File: src/rtl/fifo_pkg.sv
// Shared types for the FIFO drain path: data width, UART transmitter state
// encoding and the even-parity helper.
package fifo_pkg;

    localparam int DATA_W = 8;

    // PARITY is always present so the encoding does not move with the build option.
    typedef enum logic [2:0] {
        IDLE    = 3'd0,
        POP     = 3'd1,
        CAPTURE = 3'd2,
        START   = 3'd3,
        DATA    = 3'd4,
        PARITY  = 3'd5,
        STOP    = 3'd6
    } tx_state_e;

    function automatic logic even_parity(input logic [DATA_W-1:0] data);
        return ^data;
    endfunction

endpackage

File: src/rtl/fifo_uart_baud_tick.sv
// Bit-period timer: counts CLKS_PER_BIT clocks per serial bit and flags the
// last clock of each bit. Held at zero while clr is high.
module fifo_uart_baud_tick #(
    parameter int CLKS_PER_BIT = 4
) (
    input  logic clk,
    input  logic rst_n,
    input  logic clr,
    output logic bit_end
);

    localparam int CNT_W = (CLKS_PER_BIT > 1) ? $clog2(CLKS_PER_BIT) : 1;
    localparam logic [CNT_W-1:0] LAST_CNT = CNT_W'(CLKS_PER_BIT - 1);
    localparam logic [CNT_W-1:0] ONE_CNT  = CNT_W'(1);

    logic [CNT_W-1:0] cnt_r;
    logic             last_s;

    // Wrapping clock-within-bit counter.
    always_ff @(posedge clk or negedge rst_n) begin
        if (!rst_n) begin
            cnt_r <= {CNT_W{1'b0}};
        end else if (clr) begin
            cnt_r <= {CNT_W{1'b0}};
        end else if (last_s) begin
            cnt_r <= {CNT_W{1'b0}};
        end else begin
            cnt_r <= cnt_r + ONE_CNT;
        end
    end

    // Last-cycle decode, suppressed while the counter is held.
    always_comb begin
        last_s = 1'b0;
        if (cnt_r == LAST_CNT) begin
            last_s = 1'b1;
        end else begin
            last_s = 1'b0;
        end
    end

    assign bit_end = last_s && !clr;

endmodule

File: src/rtl/fifo_uart_tx.sv
// FIFO drain stage: pops one byte at a time and sends it as an async 8N1 frame.
// Define FIFO_UART_TX_PARITY_EN to insert an even-parity bit before the stop bit.
module fifo_uart_tx
    import fifo_pkg::*;
#(
    parameter int CLKS_PER_BIT = 4
) (
    input  logic              clk,
    input  logic              rst,
    input  logic              en,
    input  logic              empty,
    input  logic [DATA_W-1:0] fifo_dout,
    output logic              pop_out,
    output logic              tx,
    output logic              busy,
    output logic              tx_done,
    output logic [7:0]        tx_count
);

    localparam int BIT_W = $clog2(DATA_W);
    localparam logic [BIT_W-1:0] LAST_BIT = BIT_W'(DATA_W - 1);
    localparam logic [BIT_W-1:0] ONE_BIT  = BIT_W'(1);

    tx_state_e         state_r;
    logic [DATA_W-1:0] shift_r;
    logic [BIT_W-1:0]  bit_idx_r;
    logic [BIT_W-1:0]  bit_nxt_s;
    logic              tx_r;
    logic              pop_r;
    logic              busy_r;
    logic              done_r;
    logic [7:0]        count_r;
    logic              clr_s;
    logic              bit_end_s;

    // Bit timer only runs once the frame proper (start bit onward) begins.
    always_comb begin
        clr_s     = 1'b0;
        bit_nxt_s = bit_idx_r + ONE_BIT;
        case (state_r)
            IDLE, POP, CAPTURE: clr_s = 1'b1;
            default:            clr_s = 1'b0;
        endcase
    end

    fifo_uart_baud_tick #(
        .CLKS_PER_BIT (CLKS_PER_BIT)
    ) u_baud_tick (
        .clk     (clk),
        .rst_n   (rst),
        .clr     (clr_s),
        .bit_end (bit_end_s)
    );

    // Frame sequencer; every output is loaded alongside the state it belongs to.
    always_ff @(posedge clk or negedge rst) begin
        if (!rst) begin
            state_r   <= IDLE;
            shift_r   <= {DATA_W{1'b0}};
            bit_idx_r <= {BIT_W{1'b0}};
            tx_r      <= 1'b1;
            pop_r     <= 1'b0;
            busy_r    <= 1'b0;
            done_r    <= 1'b0;
            count_r   <= 8'd0;
        end else begin
            pop_r  <= 1'b0;
            done_r <= 1'b0;
            case (state_r)
                IDLE: begin
                    tx_r <= 1'b1;
                    if (en && !empty) begin
                        state_r <= POP;
                        pop_r   <= 1'b1;
                        busy_r  <= 1'b1;
                    end else begin
                        state_r <= IDLE;
                        busy_r  <= 1'b0;
                    end
                end
                POP: begin
                    state_r <= CAPTURE;
                end
                CAPTURE: begin
                    shift_r <= fifo_dout;
                    tx_r    <= 1'b0;
                    state_r <= START;
                end
                START: begin
                    if (bit_end_s) begin
                        bit_idx_r <= {BIT_W{1'b0}};
                        tx_r      <= shift_r[0];
                        state_r   <= DATA;
                    end
                end
                DATA: begin
                    if (bit_end_s) begin
                        if (bit_idx_r == LAST_BIT) begin
`ifdef FIFO_UART_TX_PARITY_EN
                            tx_r    <= even_parity(shift_r);
                            state_r <= PARITY;
`else
                            tx_r    <= 1'b1;
                            state_r <= STOP;
`endif
                        end else begin
                            bit_idx_r <= bit_nxt_s;
                            tx_r      <= shift_r[bit_nxt_s];
                        end
                    end
                end
                PARITY: begin
                    // Also the recovery path if this state is reached without the option.
                    if (bit_end_s) begin
                        tx_r    <= 1'b1;
                        state_r <= STOP;
                    end
                end
                STOP: begin
                    if (bit_end_s) begin
                        tx_r    <= 1'b1;
                        busy_r  <= 1'b0;
                        done_r  <= 1'b1;
                        count_r <= count_r + 8'd1;
                        state_r <= IDLE;
                    end
                end
                default: begin
                    tx_r    <= 1'b1;
                    busy_r  <= 1'b0;
                    state_r <= IDLE;
                end
            endcase
        end
    end

    assign pop_out  = pop_r;
    assign tx       = tx_r;
    assign busy     = busy_r;
    assign tx_done  = done_r;
    assign tx_count = count_r;

endmodule

File: config.mk
export PLATFORM = sky130hd
export DESIGN_NAME = fifo_uart_tx
export DESIGN_NICKNAME = d
export VERILOG_FILES = /design/src/rtl/fifo_pkg.sv /design/src/rtl/fifo_uart_baud_tick.sv /design/src/rtl/fifo_uart_tx.sv
export SDC_FILE = /design/constraint.sdc
export NUM_CORES = 1
export LEC_CHECK = 0
export ABC_AREA = 1
export BUFFER_PORTS_ARGS = -buffer_cell sky130_fd_sc_hd__clkbuf_2
export CAP_MARGIN = 5
export CORE_MARGIN = 4
export CORE_UTILIZATION = 54
export DETAILED_ROUTE_END_ITERATION = 8
export HOLD_SLACK_MARGIN = 0.12
export PLACE_DENSITY_LB_ADDON = 0.2
export SYNTH_ARGS = -nofsm -noshare
export SYNTH_HDL_FRONTEND = slang
export SYNTH_HIERARCHICAL = 1
export SYNTH_SLANG_ARGS = --single-unit
export TNS_END_PERCENT = 20
File: constraint.sdc
create_clock -name clk -period 1.92 [get_ports clk]
set_input_delay 0.384 -clock clk [delete_from_list [all_inputs] [get_ports clk]]
set_output_delay 0.384 -clock clk [all_outputs]
set_load 0.1 [all_outputs]
==> results of run 1 <==
layout by cell type, fill, tap and decap left out, drive strengths merged:
cell,Yosys,routed
o21ai,6,6
dlygate4sd3,0,1
ha,4,4
a21oi,6,6
nand4,1,1
inv,17,17
xnor2,4,4
dfrtp,27,27
xor2,4,4
a31o,1,1
nor3b,1,1
nand2,54,54
nor2,8,8
dfstp,1,1
nor3,4,4
clkbuf,0,27
buf,1,2
nand3,15,15
clkinv,1,1
state kept, by name, indices dropped and copies added (netlist names):
signal             flops
pop_out                1
tx_count               8
bit_idx_r              3
u_baud_tick/cnt_r      2
shift_r                8
tx                     1
busy                   1
tx_done                1
state_r                3
logic make-up after synthesis:
group                    share of synthesized area
AO/OA/AOI/OAI                               0.0537
XOR/XNOR                                    0.0518
buffers and inverters                       0.0583
adder cells (fa/ha/maj)                     0.0370
AND/OR/NAND/NOR                              0.280
flip-flops                                   0.519
report_power, final:
part           leakage, nW  switching (W)  internal, W
clock network       0.0210       0.000171     0.000116
registers            0.361       0.000140     0.000787
logic                0.437       0.000830     0.000319
through the flow:
step	instance area [sq um]	instances	util	total power, W	setup slack, ns
floorplan	1350	155	-	0.00185	0.0764
global placement	1510	207	0.655	0.00204	0.350
detailed placement	1510	207	0.655	0.00209	0.272
CTS	1550	212	0.675	0.00238	0.170
global route	1550	212	0.675	0.00254	0.0495
finish	1550	212	0.675	0.00236	0.186
routing by layer:
metal / wire length, um / global-route usage / part of all wire / up-vias
li1: - / - / - / 547
met1: 1210 / 0.236 / 0.49 / 483
met2: 1110 / 0.260 / 0.45 / 33
met3: 137 / 0.0223 / 0.055 / 4
met4: 27 / 0.0497 / 0.011 / 0
met5: 0 / 0 / 0 / -
final timing paths:
check	from	end	slack (ns)	cells after the start
max	tx$_DFFE_PN1P_	tx	0.19	1
min	empty	pop_out$_DFF_PN0_	0.22	2
max reg2reg	state_r[2]$_DFFE_PN0P_	state_r[1]$_DFFE_PN0P_	0.24	9
min reg2reg	u_baud_tick/cnt_r[0]$_DFF_PN0_	u_baud_tick/cnt_r[0]$_DFF_PN0_	0.45	1
max in group asynchronous	rst	tx_done$_DFF_PN0_	0.88	2
min in group asynchronous	rst	bit_idx_r[0]$_DFFE_PN0P_	0.61	2
area by class of cell:
type / count / area [sq um]
Tap cell: 28 / 35.0
Sequential cell: 28 / 702
Timing Repair Buffer: 26 / 140
Fill cell: 196 / 746
Multi-Input combinational cell: 108 / 571
Inverter: 18 / 67.6
Clock buffer: 4 / 36.3
==> run summary, run 1 <==
==============================================================================
Buffer and inverter count on the worst path                                  1
Count of antenna-violating nets left after detailed routing                  0
Maximum count of clock buffers along a single path                           2
Worst-path cell chain                                                 clkbuf_2
FMAX                                                                   577 MHz
Relative slew slack                                                      0.544
Die outline width                                                      58.0 um
Post-synthesis sequential area ratio                                     0.519
Effective utilization at floorplan                                       0.588
Post-synthesis cell count                                                  155
Number of different library cells in the post-synthesis netlist             25
Shortest period the worst path allows                                  1.73 ns
Overall routed net length                                              2.48 mm
Endpoint kind of the worst setup timing path                        output pin
Core region area                                                    2300 sq um
Syn-to-layout area delta                                                 14.8%
Via count of the first global-routing pass                               1,004
Vias per Instance                                                         5.03
Y dimension of the die                                                 58.0 um
Max-slew violation count                                                     0
Status                                                            finished clean
Number of iterations in the first detailed-routing pass                      4
Final worst-path cycle share                                             0.903
Peak VDD IR                                                            1.09 mV
Share of the synthesized area in the top cell type                       0.500
Worst Path Arrival                                                     1.35 ns
DRC                                                                          0
Detailed placer's ending HPWL                                          1.92 mm
Antenna diodes                                                               0
Startpoint class of the critical path                                     flop
Max-cap viol count                                                           0
Post-CTS Resized                                                             0
Post-synth ARST share                                                     1.00
Max H-tree Level                                                             1
Net count after synthesis                                                  171
Crit Path Class                                                   flop to output pin
Number of CTS-inserted buffers                                               3
Wire length of the first global-routing pass                           4.35 mm
Ys flop type                                                      sky130_fd_sc_hd__dfrtp_1
Final setup violating endpoints                                              0
Per-cell routed wire length                                            11.7 um
Global-route total usage across every layer                              0.165
Clock skew                                                          0.00212 ns
PwrDens                                                           1520 nW/um^2
Post-synthesis area per instance                                    8.72 sq um
Total Negative Setup Slacks                                               0 ns
I/O pin count                                                               24
Synth Cell Area                                                     1350 sq um
Unrepaired setup endpoints after global routing                             no
Overflow after GRT                                                           0
Worst-path clk slew                                                    0.15 ns
Root cell of the clock tree                                       sky130_fd_sc_hd__clkbuf_4
Worst min-delay path class                                        input port to flop
# Post-CTS Setup Buffers                                                     0
Slowest stage cell, crit path                                     sky130_fd_sc_hd__dfstp_2
Number of flip-flops and latches in the synthesized netlist                 28
Count of final hold-check violations                                         0
Cell with the most instances after synthesis                      sky130_fd_sc_hd__nand2_1
Share of post-route cells with drive strength above 1                    0.217
Largest net degree at the start of global routing                           29
Largest area contributor in the synthesized netlist               sky130_fd_sc_hd__dfrtp_1
Main area contributors after synthesis                            sky130_fd_sc_hd__dfrtp_1 50%, sky130_fd_sc_hd__nand2_1 15%, sky130_fd_sc_hd__nand3_1 5.2%
Count of buffers from port buffering                                        23
Violation count after the first detailed-routing iteration                  32
Measured slew at the worst slew-check pin                             0.683 ns
TritonCTS clock tree                                                     built
Top cells by count, synth                                         54 x sky130_fd_sc_hd__nand2_1, 27 x sky130_fd_sc_hd__dfrtp_1, 15 x sky130_fd_sc_hd__inv_1
Count of warnings emitted by yosys                                           6
Leakage Power                                                         0.819 nW
TritonCTS sink count                                                        28
EDFF count, synth                                                            0
Number of rows created at floorplan                                         17
Worst hold slack after final layout                                   0.215 ns
Required time of the worst setup path                                  1.54 ns
Maximum fanout encountered on the critical timing path                       2
Final estimated routing congestion in global placement                   0.856
Number of hold buffers added after CTS                                       1
Longest individual stage delay on the worst path                       0.57 ns
Vias                                                                     1,067
Final net count                                                            201
Largest delay share family, worst path                              flip-flops
Insertion delay of the later-clocked pin in the worst-skew pair        0.32 ns
Die area                                                            3370 sq um
Antenna violations before repair                                             0
==============================================================================
No activity file was read; power rests on OpenSTA's default activity.
==> inputs of run 2 (changes only) <==
--- a/config.mk
+++ b/config.mk
@@ -12,7 +12,7 @@
 export CORE_UTILIZATION = 54
 export DETAILED_ROUTE_END_ITERATION = 8
 export HOLD_SLACK_MARGIN = 0.12
-export PLACE_DENSITY_LB_ADDON = 0.2
+export PLACE_DENSITY = 0.81
 export SYNTH_ARGS = -nofsm -noshare
 export SYNTH_HDL_FRONTEND = slang
 export SYNTH_HIERARCHICAL = 1
==> run 2 against run 1 <==
- total power grew 5.1%
- register-to-register slack worse by 0.03 ns
- combinational power is essentially flat
- worst setup slack improved by 0.022 ns
- critical path depth grew 8
- fmax is 1.3% higher
- count of clock-buffer cells in the layout down 1
- wire length increased by 3.4%
- largest power group unchanged
==> run summary, run 2 (same netlist as run 1, synthesis figures left out) <==
==============================================================================
CP startpoint                                                     state_r[2]$_DFFE_PN0P_
Worst flop-to-flop path endpoint                                  tx_count[6]$_DFFE_PN0P_
Number of cells traversed by the worst hold path                             2   unchanged
Count of cells along the worst register-to-register path                     9   unchanged
M2 GR Usage                                                              0.321   +0.0613
Global-route total usage across every layer                              0.178   +0.0138
Largest delay share family, worst path                            simple AND/OR/NAND/NOR gates
Buffer and inverter count on the worst path                                  3   +2
Slowest stage cell, crit path                                     sky130_fd_sc_hd__dfrtp_1
Final setup violating endpoints                                              0   unchanged
Core region area                                                    2300 sq um   unchanged
Longest individual stage delay on the worst path                       0.42 ns   -0.15 ns
Power Internal                                                       0.00132 W   +8.4%
Final worst-path cycle share                                             0.892   -0.0115
Via count of the first global-routing pass                               1,112   +11%
Syn-to-layout area delta                                                 16.5%
Count of antenna-violating nets left after detailed routing                  0   unchanged
Fillers                                                                    181   -7.7%
Root cell of the clock tree                                       sky130_fd_sc_hd__clkbuf_4
# Post-CTS Setup Buffers                                                     0   unchanged
DRC                                                                          0   unchanged
Final estimated routing congestion in global placement                   0.899   +5.0%
Measured slew at the worst slew-check pin                             0.657 ns   -0.0267 ns
Worst min-delay path class                                        input port to flop
Worst-path clk slew                                                    0.15 ns   about the same
Crit Path Class                                                   flop to flop
Post-place setup slack                                                0.228 ns   -0.0441 ns
Worst reg-to-reg setup slack                                           0.21 ns   -0.03 ns
Y dimension of the die                                                 58.0 um   unchanged
Number of CTS-inserted buffers                                               3   unchanged
Overall routed net length                                              2.57 mm   +3.4%
Max-cap viol count                                                           0   unchanged
Leakage Power                                                         0.826 nW   +0.82%
TritonCTS clock tree                                                     built
Switching share of power                                                 0.467   -0.0161
Largest net degree at the start of global routing                           29   unchanged
Number of iterations in the first detailed-routing pass                      4   unchanged
Final net count                                                            201   unchanged
Maximum fanout encountered on the critical timing path                       6   +4
Antenna diodes                                                               0   unchanged
Unrepaired setup endpoints after global routing                             no
Wire length of the first global-routing pass                           4.75 mm   +9.1%
Shortest period the worst path allows                                  1.71 ns   -0.0222 ns
Die area                                                            3370 sq um   unchanged
Relative slew slack                                                      0.562   +0.0178
Beginning of the worst register-to-register path                  state_r[2]$_DFFE_PN0P_
Maximum count of clock buffers along a single path                           2   unchanged
Most common library cell in the layout ignoring fill and taps     sky130_fd_sc_hd__nand2_1
Vias per Instance                                                         5.07   +0.75%
Total Power Consumption                                              0.00248 W   +5.1%
Combinational Power Share                                                0.474   -0.012
Per-cell routed wire length                                            12.1 um   +3.4%
Switching component of the power                                     0.00116 W   +1.6%
Hold Path Sink                                                    pop_out$_DFF_PN0_
Startpoint class of the critical path                                     flop
Clk pwr share                                                            0.153   +0.031
Die outline width                                                      58.0 um   unchanged
Antenna violations before repair                                             0   unchanged
FMAX                                                                   584 MHz   +1.3%
Violation count after the first detailed-routing iteration                  29   -9.4%
Effective utilization at floorplan                                       0.588   unchanged
Max-slew violation count                                                     0   unchanged
Worst Path Arrival                                                     1.94 ns   +0.59 ns
Vias                                                                     1,075   +0.75%
Overflow after GRT                                                           0   unchanged
Routing layer with the top usage in global route                          met2
Count of final hold-check violations                                         0   unchanged
PwrDens                                                           1580 nW/um^2   +3.6%
I/O pin count                                                               24   unchanged
Commonest non-fill, non-tap cells in the layout                   53 x sky130_fd_sc_hd__nand2_1, 27 x sky130_fd_sc_hd__dfrtp_1, 23 x sky130_fd_sc_hd__clkbuf_2, 15 x sky130_fd_sc_hd__inv_1, 14 x sky130_fd_sc_hd__nand3_1
Footprint of the multi-input gates                                   577 sq um   +1.1%
Max H-tree Level                                                             1   unchanged
Insertion delay of the later-clocked pin in the worst-skew pair        0.32 ns   about the same
Number of rows created at floorplan                                         17   unchanged
Endpoint kind of the worst setup timing path                              flop
Worst-path cell chain                                             inv_1 -> nand2_1 -> inv_1 -> nor2_1 -> buf_4 -> nand3_2 -> nor3_2 -> nand2_1 -> xnor2_1
Status                                                            finished clean
Share of post-route cells with drive strength above 1                    0.228   +0.0109
Met3 Usage GRT                                                          0.0334   +0.0111
Total Negative Setup Slacks                                               0 ns   unchanged
Count of buffers from port buffering                                        23   unchanged
Required time of the worst setup path                                  2.14 ns   +0.60 ns
Min-Delay Startpoint                                                     empty
Clock skew                                                          0.00309 ns   +0.000969 ns
Final core occ                                                           0.685   +0.00980
FF/Latch Area                                                        702 sq um   unchanged
TritonCTS sink count                                                        28   unchanged
Sequential share of power                                                0.373   -0.019
Detailed placer's ending HPWL                                          2.04 mm   +6.6%
Minimum setup slack in the final design                               0.208 ns   +0.0222 ns
Peak VDD IR                                                            1.42 mV   +31%
Routing usage on met1                                                    0.221   -0.0147
==============================================================================
## run 2: worst reg2reg max path, delay by kind of cell (launching register included)
kind | cells | cell delay [ns]
DFF | 1 | 0.42
xor gates and xnor gates | 1 | 0.13
buffers and inverters | 3 | 0.38
and+or+nand+nor | 5 | 0.69
## run 2: how the worst max path moves through the flow
stage,to,slack (ns),cells after the start
6_report,tx_count[6]$_DFFE_PN0P_,0.21,9
5_1_grt,tx_count[7]$_DFFE_PN0P_,0.005,9
4_1_cts,tx_count[7]$_DFFE_PN0P_,0.17,9
3_5_place_dp,state_r[1]$_DFFE_PN0P_,0.23,9
3_3_place_gp,tx_count[6]$_DFFE_PN0P_,0.38,9
2_1_floorplan,tx_count[6]$_DFFE_PN0P_,0.08,5
## run 2: power groups by stage
stage                     clock network (W)  registers (W)  logic, W
after floorplan                           0        0.00119  0.000664
after global placement                    0       0.000929   0.00111
after detailed placement                  0       0.000938   0.00115
after CTS                          0.000395       0.000926   0.00116
after global routing               0.000421       0.000955   0.00132
final                              0.000380       0.000927   0.00118
## run 2: final cells by class
class	instances	share of cell area
clock inverters	1	0.0191
clock buffers	3	0.0143
repair buffers	26	0.0890
multi-input cells	108	0.366
inverters	18	0.0429
flip-flops and latches	28	0.446
well taps	28	0.0223
## run 2: what timing repair did
| item | 4_1_cts | 5_1_grt |
|---|---|---|
| endpoints found under the setup margin | 0 | 2 |
| hold buffers | 1 | 0 |
| endpoints found under the hold margin | 27 | 0 |
| gates resized for setup | 0 | 2 |
## run 2: per-layer routing
layer / up-vias / routed length, um / share of wire
met3: 2 / 115 / 0.045
met5: - / 0 / 0
li1: 549 / - / -
met4: 0 / 5 / 0.0019
met2: 28 / 1300 / 0.51
met1: 496 / 1150 / 0.45
## run 2: per-stage QoR
stage               hold WS, ns  cells  instance area (sq um)
floorplan                0.0884    155                   1350
detailed placement        0.441    207                   1510
global placement          0.431    207                   1510
global route              0.201    212                   1570
CTS                       0.221    212                   1570
finish                    0.234    212                   1570
